===== src/rtl/regfile_wr_arbiter.sv =====
// regfile_wr_arbiter
//   Round-robin arbiter for the single register-file write port. It is shared
//   by four requesters: WB stage, load-return, multiply unit and debug port.
//   The grant is registered and one-hot. The winner's address and data are
//   muxed onto the write port. One owner may hold the port for at most
//   MAX_HOLD consecutive cycles while another requester is waiting.
// Ports:
//   clk, reset       - clock; synchronous active-high reset
//   req[NREQ]        - level-held write requests
//   req_addr/data    - packed per-requester address / data slices
//   gnt, gnt_id      - registered one-hot grant and its binary index
//   wr_en/addr/data  - register-file write port (combinational from state)
module regfile_wr_arbiter #(
  parameter int NREQ     = 4,
  parameter int ADDR_W   = 5,
  parameter int DATA_W   = 64,
  parameter int MAX_HOLD = 4
) (
  input  logic                     clk,
  input  logic                     reset,
  input  logic [NREQ-1:0]          req,
  input  logic [NREQ*ADDR_W-1:0]   req_addr,
  input  logic [NREQ*DATA_W-1:0]   req_data,
  output logic [NREQ-1:0]          gnt,
  output logic [1:0]               gnt_id,
  output logic                     wr_en,
  output logic [ADDR_W-1:0]        wr_addr,
  output logic [DATA_W-1:0]        wr_data
);

  typedef enum logic {IDLE, BUSY} state_t;

  localparam logic [3:0] HOLD_LAST = 4'(MAX_HOLD - 1);

  state_t          state_q, state_d;
  logic [NREQ-1:0] gnt_q, gnt_d;
  logic [1:0]      gnt_id_q, gnt_id_d;
  logic [1:0]      ptr_q, ptr_d;
  logic [3:0]      hold_cnt_q, hold_cnt_d;

  logic [NREQ-1:0] others;
  logic            owner_req;

  // First set bit of cand, scanning start, start+1, ... modulo 4.
  function automatic logic [1:0] pick(input logic [NREQ-1:0] cand,
                                      input logic [1:0] start);
    logic [1:0] res;
    logic [1:0] idx;
    logic       found;
    res   = start;
    found = 1'b0;
    for (int unsigned i = 0; i < 4; i++) begin
      idx = start + 2'(i);
      if (!found && cand[idx]) begin
        res   = idx;
        found = 1'b1;
      end
    end
    return res;
  endfunction

  always_comb begin
    state_d    = state_q;
    gnt_d      = gnt_q;
    gnt_id_d   = gnt_id_q;
    ptr_d      = ptr_q;
    hold_cnt_d = hold_cnt_q;
    // The owner is excluded here, so a forced release never re-picks it.
    others     = req & ~gnt_q;
    owner_req  = req[gnt_id_q];

    case (state_q)
      IDLE: begin
        if (req != '0) begin
          gnt_id_d        = pick(req, ptr_q);
          gnt_d           = '0;
          gnt_d[gnt_id_d] = 1'b1;
          hold_cnt_d      = '0;
          state_d         = BUSY;
        end
      end
      BUSY: begin
        if (owner_req && (others == '0 || hold_cnt_q < HOLD_LAST)) begin
          if (hold_cnt_q < HOLD_LAST) begin
            hold_cnt_d = hold_cnt_q + 4'd1;
          end
        end else begin
          // Voluntary release and forced release are handled the same way:
          // rotate ptr past the owner and hand over with no idle bubble.
          ptr_d      = gnt_id_q + 2'd1;
          hold_cnt_d = '0;
          if (others != '0) begin
            gnt_id_d        = pick(others, ptr_d);
            gnt_d           = '0;
            gnt_d[gnt_id_d] = 1'b1;
          end else begin
            gnt_d   = '0;
            state_d = IDLE;
          end
        end
      end
      default: begin
        state_d = IDLE;
        gnt_d   = '0;
      end
    endcase
  end

  always_ff @(posedge clk) begin
    if (reset) begin
      state_q    <= IDLE;
      gnt_q      <= '0;
      gnt_id_q   <= '0;
      ptr_q      <= '0;
      hold_cnt_q <= '0;
    end else begin
      state_q    <= state_d;
      gnt_q      <= gnt_d;
      gnt_id_q   <= gnt_id_d;
      ptr_q      <= ptr_d;
      hold_cnt_q <= hold_cnt_d;
    end
  end

  assign gnt    = gnt_q;
  assign gnt_id = gnt_id_q;

  always_comb begin
    wr_addr = '0;
    wr_data = '0;
    if (state_q == BUSY) begin
      for (int unsigned i = 0; i < NREQ; i++) begin
        if (2'(i) == gnt_id_q) begin
          wr_addr = req_addr[i*ADDR_W +: ADDR_W];
          wr_data = req_data[i*DATA_W +: DATA_W];
        end
      end
    end
    // Writes to the zero register are consumed but never reach the file.
    wr_en = (state_q == BUSY) && owner_req && (wr_addr != '1);
  end

endmodule


===== config.mk =====
export PLATFORM = sky130hd
export DESIGN_NAME = regfile_wr_arbiter
export DESIGN_NICKNAME = d
export VERILOG_FILES = /design/src/rtl/regfile_wr_arbiter.sv
export SDC_FILE = /design/constraint.sdc
export NUM_CORES = 1
export LEC_CHECK = 0
export BUFFER_PORTS_ARGS = -buffer_cell sky130_fd_sc_hd__buf_4
export CORE_AREA = 2 2 141 143
export CTS_BUF_LIST = sky130_fd_sc_hd__clkbuf_8
export DETAILED_ROUTE_END_ITERATION = 7
export DIE_AREA = 0 0 143 145
export GPL_TIMING_DRIVEN = 0
export PLACE_DENSITY_LB_ADDON = 0.08
export SKIP_CTS_REPAIR_TIMING = 1
export SYNTH_ARGS = -nofsm -noshare
export SYNTH_HDL_FRONTEND = slang
export SYNTH_SLANG_ARGS = --single-unit

===== constraint.sdc =====
create_clock -name clk -period 2.7 [get_ports clk]
set_input_delay 0.27 -clock clk [delete_from_list [all_inputs] [get_ports clk]]
set_output_delay 0.27 -clock clk [all_outputs]
set_load 0.005 [all_outputs]

==> qor.yml <==
fmax_ghz: 0.385
stdcell_count: 1180
diodes: 0
die-area_sq_um: 20700
power.leakage_uw: 0.00302
r2r_setup_slack_ns: 0.45
final_antenna_net_count: 0
clk_pin_slew_ns: 0.06
cts_made_buffers: 3
cts.path.max_buffers: 2
cp-start-kind: "flop"
die_y_um: 145
via_count: 5619
ioPinCount: 358
drt_iter0_drc: 174
firstDrtPassIters: 5
finalCriticalPeriod_ns: 2.60
hold_violations: 0
dpl_cell_area_sq_um: 6440
cp_data_required_time_ns: 2.43
num-nets-final: 1203
drt-wirelength-per-cell_um: 20.4
die_x_um: 143
status: "finished, final reports clean"
yosysSeqAreaShare_pct: 7.59
drt_wl_total_um: 24100
antenna_found_initial: 0
place_hpwl_um: 19900
overflow: 0
finalSetupViolations: 0
worstPathMaxFanout: 10
critPathCaptureType: "primary output"
final_area_sq_um: 6700
worstPathArrival_ns: 2.33
peakVddDrop_mv: 0.163
slew_headroom_pct: 28.3
ff2ff_path_depth: 8
dp.cells: 1175
synth_ff_type: "dfxtp_1"
drive_gt1_share_pct: 46.4
gp_congestion: 0.815
drcViolationCount: 0
clock_skew_ns: 0.00131
tightest_slew_ns: 1.06
criticalPathCategory: "flop to primary output"
grt_usage_pct: 21.6
area_growth_pct: 95.3
clkLatencyLatePin_ns: 0.24
vias_per_cell: 4.76
syn_nets: 840
avgSynthCellArea_sq_um: 6.20
grt_pass1_wl_um: 34500
grt_pass1_vias: 5349
clock_sinks: 13
synth-edff-count: 0
initial_core_util_pct: 17.9
drv_slew: 0
rsz0062_at_grt: "true"
synth.cell_area_sq_um: 3430
htreeDepth: 1
cts_tree: "built"
ys_async_sr_fraction_pct: 0
whs_path_depth: 2
coreArea_sq_um: 19200
row_count: 51
finalCritPeriodShare_pct: 96.3
p_per_area_nw_per_um2: 500
synth_warnings: 0
ys_seq_elements: 13
grt_max_degree: 11
hold_path_class: "input port to flop"
cts_root_buf: "clkbuf_8"
cap_violations: 0
port_buffers: 357
finalSetupTns_ns: 0
synthDistinctLibCells: 43
synthCells: 553
through the flow:
stage          util, %  setup slack, ns  hold WS, ns  power [uW]
6_report          34.9            0.101        0.197        3350
5_1_grt           34.9         -0.00690        0.200        3660
4_1_cts           33.8           -0.871        0.198        3200
3_5_place_dp      33.5           -0.575        0.454        3010
3_3_place_gp      33.5           -0.587        0.457        3020
2_1_floorplan        -            0.468        0.342        1760
Yosys cell counts (5+ instances only):
master	number	area share [%]
nor2b_1	115	21
a21oi_1	89	13
nor3_1	54	7.9
clkbuf_1	53	5.8
a221oi_1	52	13
nand2_1	36	3.9
o21ai_0	26	3.8
nor2_1	17	1.9
and2_1	14	2.6
dfxtp_1	13	7.6
nand3b_1	13	2.8
nand2b_1	7	1.3
a311oi_1	6	1.5
inv_1	6	0.66
ha_1	5	1.8
critical path, cell delays in order, from the launching register on:
cell      delay [ns]
dfxtp_2         0.42
ha_1            0.19
clkbuf_2        0.27
clkbuf_1        0.54
nand3_1         0.12
o21ai_0         0.16
a41oi_1         0.19
buf_4           0.19
sequential cells by signal (all words and copies together) (netlist names):
signal and cells:
gnt 4, hold_cnt_q 4, gnt_id 2, ptr_q 2
state_q 1
final timing paths:
| kind | start | end |
|---|---|---|
| max reg2reg | gnt_id[0]$_SDFFE_PP0P_ | gnt[1]$_SDFFE_PP0P_ |
| min reg2reg | hold_cnt_q[1]$_SDFFE_PP0P_ | hold_cnt_q[1]$_SDFFE_PP0P_ |
| min | reset | gnt[0]$_SDFFE_PP0P_ |
| max | gnt_id[1]$_SDFFE_PP0P_ | wr_en |
metal layers:
layer / track usage (%) / share of wire [%] / wire (um) / vias up
met2: 37.9 / 50 / 12000 / 204
met3: 3.50 / 6.2 / 1500 / 28
met5: 0 / 0 / 0 / -
met4: 5.64 / 2.5 / 610 / 0
met1: 27.2 / 42 / 10000 / 2623
li1: - / - / - / 2764
cell type report:
type / instances / area, sq um
fillers: 2171 / 12500
clock buffers: 3 / 41.3
clock inverters: 1 / 3.75
well taps: 265 / 332
inverters: 6 / 26.3
multi-input cells: 475 / 3060
repair buffers: 360 / 2700
flip-flops and latches: 13 / 265
plain buffers: 57 / 269
cell families (layout without fill, tap and decap cells):
group	Yosys count	count (layout)	share of synthesized area (%)
muxes	5	5	1.82
DFF	13	13	7.59
AOI/OAI and AO/OA	195	195	37.3
and+or+nand+nor	270	270	44.3
adders and majority gates	5	5	1.82
buffers and inverters	65	427	7.19
where the power goes:
group	internal, uW	switching (uW)	total (uW)
clock	100	75.0	175
sequential	222	45.1	267
combinational	1440	1470	2910
placed cells by master (no fill, tap or decap), types with 7 or more instances in the layout:
| master | Yosys | final |
|---|---|---|
| nand2_1 | 36 | 36 |
| clkbuf_4 | 0 | 8 |
| clkbuf_1 | 53 | 28 |
| nand2b_1 | 7 | 7 |
| dfxtp_1 | 13 | 11 |
| nor3_1 | 54 | 54 |
| buf_4 | 0 | 360 |
| a221oi_2 | 0 | 15 |
| clkbuf_2 | 1 | 17 |
| a221oi_1 | 52 | 37 |
| nor2_1 | 17 | 17 |
| and2_1 | 14 | 14 |
| a21oi_1 | 89 | 89 |
| nor2b_1 | 115 | 113 |
| o21ai_0 | 26 | 25 |
| nand3b_1 | 13 | 13 |
(Power assumes the default switching activity.)
